[src/rtl/if_fetch_queue_if.sv]
// if_fetch_queue_if
//   Bundles the fetch queue's instruction-port handshake, redirect/stall
//   controls and the head-of-queue outputs toward if_id.
//   master : the fetch queue itself (drives request and head outputs)
//   slave  : the environment (memory port, pipe control, if_id)
// Signals
//   inst_req_o    fetch request            inst_addr_o   fetch address
//   inst_gnt_i    request accepted         inst_rvalid_i response valid
//   inst_rdata_i  response word            flush_i       discard + redirect
//   redirect_pc_i new fetch address        stall_i       hold queue head
//   valid_o       head valid               pc_o/inst_o   head address/word
interface if_fetch_queue_if #(
  parameter int ADDR_WIDTH = 32,
  parameter int DATA_WIDTH = 32
);
  logic                  inst_req_o;
  logic [ADDR_WIDTH-1:0] inst_addr_o;
  logic                  inst_gnt_i;
  logic                  inst_rvalid_i;
  logic [DATA_WIDTH-1:0] inst_rdata_i;
  logic                  flush_i;
  logic [ADDR_WIDTH-1:0] redirect_pc_i;
  logic                  stall_i;
  logic                  valid_o;
  logic [ADDR_WIDTH-1:0] pc_o;
  logic [DATA_WIDTH-1:0] inst_o;

  modport master (
    output inst_req_o, inst_addr_o, valid_o, pc_o, inst_o,
    input  inst_gnt_i, inst_rvalid_i, inst_rdata_i, flush_i, redirect_pc_i, stall_i
  );

  modport slave (
    input  inst_req_o, inst_addr_o, valid_o, pc_o, inst_o,
    output inst_gnt_i, inst_rvalid_i, inst_rdata_i, flush_i, redirect_pc_i, stall_i
  );
endinterface

[src/rtl/if_fetch_queue.sv]
// if_fetch_queue
//   Instruction prefetch queue. Issues word fetches from fetch_pc under a
//   credit check (queued + outstanding < DEPTH), records each granted address
//   in order, pairs it with the returning response and queues the pair for
//   if_id. A flush empties the queue, redirects fetch_pc and, if responses
//   are still in flight, drains (drops) them before fetching resumes.
// Ports
//   clk_i  rising-edge clock
//   rst_i  asynchronous active-low reset
//   bus    if_fetch_queue_if.master (instruction port, flush/stall, head out)
//
// state       | meaning
// STATE_FETCH | normal operation: request, accept responses, present head
// STATE_DRAIN | old-path responses still in flight; each one is dropped
module if_fetch_queue #(
  parameter int                    ADDR_WIDTH = 32,
  parameter int                    DATA_WIDTH = 32,
  parameter int                    DEPTH      = 4,
  parameter logic [ADDR_WIDTH-1:0] RESET_PC   = '0
) (
  input logic                clk_i,
  input logic                rst_i,
  if_fetch_queue_if.master   bus
);

  localparam int PTR_W = $clog2(DEPTH);
  localparam int CNT_W = PTR_W + 1;

  localparam logic [0:0] STATE_FETCH = 1'b0;
  localparam logic [0:0] STATE_DRAIN = 1'b1;

  logic [0:0]            state;
  logic                  active;
  logic [ADDR_WIDTH-1:0] fetch_pc;
  logic [CNT_W-1:0]      count;
  // In FETCH this counts granted-but-unanswered requests; in DRAIN the same
  // register is the discard count, since no new grants can occur there.
  logic [CNT_W-1:0]      outstanding;
  logic [PTR_W-1:0]      q_wr, q_rd;
  logic [PTR_W-1:0]      a_wr, a_rd;

  logic [ADDR_WIDTH-1:0] q_pc   [DEPTH];
  logic [DATA_WIDTH-1:0] q_inst [DEPTH];
  logic [ADDR_WIDTH-1:0] a_addr [DEPTH];

  logic                  in_fetch;
  logic                  credit_ok;
  logic                  req_raw;
  logic                  grant;
  logic                  resp;
  logic                  push;
  logic                  pop;
  logic                  valid;
  logic [CNT_W-1:0]      out_after;

  assign in_fetch  = (state == STATE_FETCH);
  assign credit_ok = ({1'b0, count} + {1'b0, outstanding}) < (CNT_W+1)'(DEPTH);

  // `active` holds requests off during the first cycle after reset release.
  // req_raw is what the port would request ignoring flush; a grant seen in a
  // flush cycle is still counted so its late response gets drained.
  assign req_raw   = active & in_fetch & credit_ok;
  assign grant     = req_raw & bus.inst_gnt_i;
  assign resp      = bus.inst_rvalid_i & (outstanding != '0);
  assign push      = in_fetch & resp & ~bus.flush_i;
  assign valid     = in_fetch & (count != '0);
  assign pop       = valid & ~bus.stall_i & ~bus.flush_i;
  assign out_after = outstanding + CNT_W'(grant) - CNT_W'(resp);

  assign bus.inst_req_o  = req_raw & ~bus.flush_i;
  assign bus.inst_addr_o = fetch_pc;
  assign bus.valid_o     = valid;
  assign bus.pc_o        = valid ? q_pc[q_rd]   : '0;
  assign bus.inst_o      = valid ? q_inst[q_rd] : '0;

  always_ff @(posedge clk_i or negedge rst_i) begin
    if (!rst_i) begin
      state       <= STATE_FETCH;
      active      <= 1'b0;
      fetch_pc    <= RESET_PC;
      count       <= '0;
      outstanding <= '0;
      q_wr        <= '0;
      q_rd        <= '0;
      a_wr        <= '0;
      a_rd        <= '0;
    end else begin
      active      <= 1'b1;
      outstanding <= out_after;
      if (bus.flush_i) begin
        fetch_pc <= bus.redirect_pc_i;
        count    <= '0;
        q_wr     <= '0;
        q_rd     <= '0;
        a_wr     <= '0;
        a_rd     <= '0;
        state    <= (out_after != '0) ? STATE_DRAIN : STATE_FETCH;
      end else if (in_fetch) begin
        if (grant) begin
          fetch_pc <= fetch_pc + ADDR_WIDTH'(4);
          a_wr     <= a_wr + 1'b1;
        end
        if (resp) a_rd <= a_rd + 1'b1;
        if (push) q_wr <= q_wr + 1'b1;
        if (pop)  q_rd <= q_rd + 1'b1;
        count <= count + CNT_W'(push) - CNT_W'(pop);
      end else if (out_after == '0) begin
        state <= STATE_FETCH;
      end
    end
  end

  // Storage needs no reset: entries are only read when count/outstanding
  // say they were written.
  always_ff @(posedge clk_i) begin
    if (grant && !bus.flush_i) a_addr[a_wr] <= fetch_pc;
    if (push) begin
      q_pc[q_wr]   <= a_addr[a_rd];
      q_inst[q_wr] <= bus.inst_rdata_i;
    end
  end

endmodule

[src/flat_wrapper.sv]
// flat-port wrapper written by rule: the top's interface ports become plain ports
module if_fetch_queue_flat 
#(
  parameter int                    ADDR_WIDTH = 32,
  parameter int                    DATA_WIDTH = 32,
  parameter int                    DEPTH      = 4,
  parameter logic [ADDR_WIDTH-1:0] RESET_PC   = '0
)
  (clk_i, rst_i, bus_inst_req_o, bus_inst_addr_o, bus_valid_o, bus_pc_o, bus_inst_o, bus_inst_gnt_i, bus_inst_rvalid_i, bus_inst_rdata_i, bus_flush_i, bus_redirect_pc_i, bus_stall_i);
  if_fetch_queue_if #(.ADDR_WIDTH(ADDR_WIDTH), .DATA_WIDTH(DATA_WIDTH)) bus_i ();
  input logic clk_i;
  input logic rst_i;
  output wire logic [$bits(bus_i.inst_req_o)-1:0] bus_inst_req_o;
  output wire logic [$bits(bus_i.inst_addr_o)-1:0] bus_inst_addr_o;
  output wire logic [$bits(bus_i.valid_o)-1:0] bus_valid_o;
  output wire logic [$bits(bus_i.pc_o)-1:0] bus_pc_o;
  output wire logic [$bits(bus_i.inst_o)-1:0] bus_inst_o;
  input wire logic [$bits(bus_i.inst_gnt_i)-1:0] bus_inst_gnt_i;
  input wire logic [$bits(bus_i.inst_rvalid_i)-1:0] bus_inst_rvalid_i;
  input wire logic [$bits(bus_i.inst_rdata_i)-1:0] bus_inst_rdata_i;
  input wire logic [$bits(bus_i.flush_i)-1:0] bus_flush_i;
  input wire logic [$bits(bus_i.redirect_pc_i)-1:0] bus_redirect_pc_i;
  input wire logic [$bits(bus_i.stall_i)-1:0] bus_stall_i;
  assign bus_inst_req_o = bus_i.inst_req_o;
  assign bus_inst_addr_o = bus_i.inst_addr_o;
  assign bus_valid_o = bus_i.valid_o;
  assign bus_pc_o = bus_i.pc_o;
  assign bus_inst_o = bus_i.inst_o;
  assign bus_i.inst_gnt_i = bus_inst_gnt_i;
  assign bus_i.inst_rvalid_i = bus_inst_rvalid_i;
  assign bus_i.inst_rdata_i = bus_inst_rdata_i;
  assign bus_i.flush_i = bus_flush_i;
  assign bus_i.redirect_pc_i = bus_redirect_pc_i;
  assign bus_i.stall_i = bus_stall_i;
  if_fetch_queue #(.ADDR_WIDTH(ADDR_WIDTH), .DATA_WIDTH(DATA_WIDTH), .DEPTH(DEPTH), .RESET_PC(RESET_PC)) u_core (.clk_i(clk_i), .rst_i(rst_i), .bus(bus_i));
endmodule
[config.mk]
export PLATFORM = sky130hd
export DESIGN_NAME = if_fetch_queue_flat
export DESIGN_NICKNAME = d
export VERILOG_FILES = /design/src/rtl/if_fetch_queue_if.sv /design/src/rtl/if_fetch_queue.sv /design/src/flat_wrapper.sv
export SDC_FILE = /design/constraint.sdc
export NUM_CORES = 1
export LEC_CHECK = 0
export CELL_PAD_IN_SITES_DETAIL_PLACEMENT = 1
export CELL_PAD_IN_SITES_GLOBAL_PLACEMENT = 2
export CORE_MARGIN = 1.5
export CORE_UTILIZATION = 25
export DETAILED_ROUTE_END_ITERATION = 12
export PLACE_DENSITY_LB_ADDON = 0.12
export SYNTH_ARGS = -nofsm -noshare
export SYNTH_HDL_FRONTEND = slang
export SYNTH_SLANG_ARGS = --single-unit
[constraint.sdc]
create_clock -name clk_i -period 8.6 [get_ports clk_i]
set_input_delay 0.86 -clock clk_i [delete_from_list [all_inputs] [get_ports clk_i]]
set_output_delay 0.86 -clock clk_i [all_outputs]
set_load 0.01 [all_outputs]
# --- After elaboration in Yosys (flattened, before gate mapping) ---
# Memory sizes are Yosys's and may differ from the RTL's.
# Index checks and enable logic that the tools add are counted.
# Widths: inputs -> output; s select.
totals:
  memories: 3
  word_cells: 78
  ramBits: 384
  regBits: 48
memory_table:
  columns: ["name", "words", "width", "rd", "rd_clocked_by_memory_dff", "wr", "line", "text"]
  rows:
  - ["u_core.a_addr", 4, 32, 1, 0, 1, "if_fetch_queue.sv:44", "logic [ADDR_WIDTH-1:0] a_addr [DEPTH];"]
  - ["u_core.q_inst", 4, 32, 1, 0, 1, "if_fetch_queue.sv:43", "logic [DATA_WIDTH-1:0] q_inst [DEPTH];"]
  - ["u_core.q_pc", 4, 32, 1, 0, 1, "if_fetch_queue.sv:42", "logic [ADDR_WIDTH-1:0] q_pc [DEPTH];"]
classes:
  order_cmp: 1
  eq_ne: 1
  n_bitwise: 13
  muxes: 27
  addsub: 10
  n_reduce_logical: 14
op_table:
  columns: ["op", "count"]
  rows:
  - ["$mux 32", 5]
  - ["$add 32x3->32 const B", 1]
  - ["$mux 2", 12]
  - ["$and 1x1->1", 10]
  - ["$reduce_bool 3->1", 3]
  - ["$add 2x1->2 const B", 4]
  - ["$mux 1", 8]
  - ["$reduce_and 2->1", 4]
  - ["$reduce_bool 2->1", 4]
  - ["$add 3x1->3", 2]
  - ["$mux 3", 2]
  - ["$sub 3x1->3", 2]
  - ["$add 3x3->4", 1]
  - ["$lt 4x3->1 const B", 1]
  - ["$logic_not 3->1", 1]
  - ["$not 1->1", 3]
  - ["$ne 2x2->1 const B", 1]
  - ["$logic_and 1x1->1", 1]
  - ["$logic_not 1->1", 1]

# --- Depth between registers and ports, before layout ---
depth:
  ltp_word: 10
  depth_mapped: 11
  mapped_depth_nobuf: 11

# --- Worst setup path after synthesis ---
# Ideal clock, no wire load.
synth_path:
  kind: "input to register"
  from: "input bus_inst_rvalid_i"
  to: "memory u_core.q_inst[0][0], enable pin"
  path_slack_ns: 5.289
  t_arrival_ns: 2.882
  setup_ns: 0.429
  path_buffers: 0
  stages: 2
  required_time_ns: 8.171
  cell_sequence: "nor3b_2 > and3_1"
synth_via:
  elab_chain_cells: 5
synth_rtl:
  columns: ["item", "line", "text"]
  rows:
  - ["start: declaration", "flat_wrapper.sv:19", "input wire logic [$bits(bus_i.inst_rvalid_i)-1:0] bus_inst_rvalid_i;"]
  - ["$and 1x1->1", "if_fetch_queue.sv:64", "assign resp = bus.inst_rvalid_i & (outstanding != '0);"]
  - ["$and 1x1->1 (2 in a row)", "if_fetch_queue.sv:65", "assign push = in_fetch & resp & ~bus.flush_i;"]
  - ["$mux 1", "if_fetch_queue.sv:117", "if (push) begin"]
  - ["$mux 1 (implied by the code)", "if_fetch_queue.sv:119", "q_inst[q_wr] <= bus.inst_rdata_i;"]
  - ["end: declaration", "if_fetch_queue.sv:43", null]
# No other way between the ends.

# --- Final worst setup path ---
layout_path:
  from: "register u_core.q_rd[0]"
  to: "output bus_inst_o[4]"
layout_via:
  elab_chain_cells: 2
layout_rtl:
  columns: ["item", "line", "text"]
  rows:
  - ["start: declaration", "if_fetch_queue.sv:39", "logic [PTR_W-1:0] q_wr, q_rd;"]
  - ["start signal: assignment", "if_fetch_queue.sv:105", "if (pop) q_rd <= q_rd + 1'b1;"]
  - ["$mem_v2 4x32", null, null]
  - ["$mux 32", "if_fetch_queue.sv:74", "assign bus.inst_o = valid ? q_inst[q_rd] : '0;"]
  - ["end: declaration", "flat_wrapper.sv:17", "output wire logic [$bits(bus_i.inst_o)-1:0] bus_inst_o;"]
# No other way between the ends.

==> impl_metrics.env <==
export IMPL_avgSynthCellArea_um2=19.2
export IMPL_path_class="reg -> out"
export IMPL_hold_viol=0
export IMPL_synth_ff_type="edfxtp_1"
export IMPL_placed_cells=1907
export IMPL_drt_iter0_drc=416
export IMPL_hold_class="in -> async"
export IMPL_drv_cap=0
export IMPL_synth_cells=895
export IMPL_vdd_ir_drop_max_mv=0.116
export IMPL_setup_tns_ns=0
export IMPL_num_vias=8790
export IMPL_cts_made_buffers=49
export IMPL_area_growth_pct=24.4
export IMPL_final_nets=1172
export IMPL_synth_most_common_cell="edfxtp_1"
export IMPL_synth_top_family_by_area="multiplexers"
export IMPL_min_period_ns=4.42
export IMPL_hold_buffers=0
export IMPL_grt_pass1_wl_mm=68.4
export IMPL_slew_viol_final=0
export IMPL_crit_path_end_kind="primary output"
export IMPL_clkSinkCount=432
export IMPL_startpoint_type="flip-flop"
export IMPL_cts_resized=0
export IMPL_diodes=0
export IMPL_io_buffers=167
export IMPL_grtUsageTotal_pct=13.3
export IMPL_clk_pin_slew_worst_paths_ns=0.06
export IMPL_status="completed"
export IMPL_antenna_found_initial=0
export IMPL_yosys_top_cells_count="edfxtp_1, mux4_2, and2_1"
export IMPL_critPathMaxStageDelay_ns=0.89
export IMPL_finalSetupViolations=0
export IMPL_synth_fa_ha_area_share_pct=1.32
export IMPL_cts_htree_levels=2
export IMPL_setup_ws_ns=4.18
export IMPL_synth_compound_area_share_pct=1.22
export IMPL_instances_no_fill=1998
export IMPL_reg2reg_slack_ns=5.43
export IMPL_wl_per_cell_um=22.7
export IMPL_cp_required_ns=7.74
export IMPL_ys_ff_latch=432
export IMPL_insertion_delay_ns=0.58
export IMPL_yosys_area_share_simple_pct=7.09
export IMPL_ys_types=45
export IMPL_cts_tree="built"
export IMPL_place_area_um2=19900
export IMPL_async_flop_share_pct=11.1
export IMPL_yosys_warnings=0
export IMPL_die_x_um=265
export IMPL_dp_hpwl_mm=27.6
export IMPL_seq_area_frac_synth_pct=74.1
export IMPL_overflow=0
export IMPL_io_pins=168
export IMPL_cp_arrival_ns=3.56
export IMPL_post_synth_top_area_fraction_pct=67.1
export IMPL_design_core_area_um2=67600
export IMPL_syn_num_nets=982
export IMPL_drt_wl_total_mm=45.3
export IMPL_period_share_pct=51.4
export IMPL_syn_cell_area_um2=17200
export IMPL_dp_slack_ns=4.63
export IMPL_synth_top_cell_by_area="edfxtp_1"
export IMPL_p_per_area_nw_per_um2=223
export IMPL_drc=0
export IMPL_synth_area_leaders="edfxtp_1, mux4_2, dfrtp_1"
export IMPL_nFillCells=6827
export IMPL_muxShareOfSynthArea_pct=13.1
export IMPL_rows=95
export IMPL_worstPathCellList="buf_4 -> mux4_2 -> and2_1 -> clkdlybuf4s50_1"
export IMPL_synth_edf_count=384
export IMPL_drive_gt1_share_pct=18.3
export IMPL_skew_ns=0.0188
export IMPL_p_leak_uw=0.00677
export IMPL_cts_path_max_buffers=3
export IMPL_rsz0062_at_grt="false"
export IMPL_die_height_um=265
export IMPL_routed_via_density=4.40
export IMPL_cp_max_fo=38
export IMPL_crit_path_top_delay_cell="dfrtp_4"
export IMPL_tightestPinTransition_ns=0.991
export IMPL_start_util_pct=25.4
export IMPL_firstDrtPassIters=4
export IMPL_slew_headroom_pct=33.9
export IMPL_stdcell_area_um2=21400
export IMPL_cts_root_buf="clkbuf_16"
export IMPL_routabilityCongestion=0.693
export IMPL_cts_setup_buffers=0
export IMPL_grt_pass1_vias=9879
export IMPL_dieArea_um2=70300
export IMPL_grt_max_degree=55
export IMPL_synth_xor_area_share_pct=1.63
export IMPL_whs_ns=0.452
export IMPL_fmax_ghz=0.226
export IMPL_antenna_left=0
-- cells by family after synthesis --
logic type,Yosys count
adders and majority gates,17
and+or+nand+nor,207
xor gates and xnor gates,32
DFF,432
other,1
muxes,104
buffers and inverters,64
AOI/OAI and AO/OA,38
-- state kept, by name, indices dropped and copies added (netlist names) --
signal                  count
u_core.a_rd                 2
u_core.outstanding          3
u_core.q_wr                 2
u_core.q_inst             128
u_core.q_rd                 2
u_core.count                3
u_core.bus.inst_addr_o     32
u_core.active               1
u_core.a_addr             128
u_core.q_pc               128
u_core.a_wr                 2
u_core.state                1
-- cell usage in the layout, fill, tap and decap left out, types with 4 or more instances in the layout --
cell type	n
o21ai_0	16
nor4_1	5
ha_1	15
clkinv_2	9
nand4_1	8
xor2_1	6
mux2i_1	5
mux4_2	96
xnor2_1	26
clkbuf_16	51
dfrtp_1	45
and3_1	4
nand2_1	40
clkinv_1	12
clkdlybuf4s50_1	165
o21ai_1	10
inv_1	17
nor3_1	14
buf_4	17
and3_4	4
and2_1	66
and4_1	5
and3_2	4
nor2_1	17
a21oi_1	5
nand3_1	19
edfxtp_1	384
clkbuf_1	13
-- per-layer routing --
metal | routed length [µm] | GRT usage [%]
met1 | 20400 | 17.5
met2 | 22500 | 22.7
met3 | 1700 | 2.53
met4 | 703 | 2.87
met5 | 0 | 0
-- per-stage QoR --
step / utilization [%] / total power (µW)
floorplan: - / 2700
global placement: 29.4 / 2890
detailed placement: 29.4 / 2900
CTS: 31.6 / 4870
global route: 31.6 / 4980
finish: 31.6 / 4780
-- worst max-delay path, delay by kind of cell, from the launching register on --
| family | cells | cell delay [ns] |
|---|---|---|
| buffers and inverters | 2 | 1.23 |
| and+or+nand+nor | 1 | 0.18 |
| DFF | 1 | 0.89 |
| muxes | 1 | 0.62 |
-- path summary, 6_finish.rpt --
check / to / cells after the start / from
worst min-delay path: u_core.bus.inst_addr_o[1] / 2 / rst_i
worst min register to register: u_core.a_addr[1][1] / 0 / u_core.bus.inst_addr_o[1]
max in group asynchronous: u_core.q_rd[0] / 2 / rst_i
min in group clk_i: u_core.a_addr[1][1] / 0 / u_core.bus.inst_addr_o[1]
worst max register to register: u_core.a_addr[2][16] / 6 / u_core.outstanding[2]
worst max-delay path: bus_inst_o[4] / 4 / u_core.q_rd[0]
-- layout make-up --
cell class              instances  area, µm²  share of cell area (%)
clock buffers                  67       1370                    6.39
well taps                     873       1090                    5.11
multi-input cells             399       4210                    19.7
clock inverters                24        119                   0.556
inverters                      19       72.6                   0.339
repair buffers                184       1790                    8.36
flip-flops and latches        432      12700                    59.6
-- power by group --
part	internal (µW)	switching, µW
Combinational	180	191
Sequential	2380	82.3
Clock	1110	830
Total	3670	1100
No activity file was read; power rests on OpenSTA's default activity.
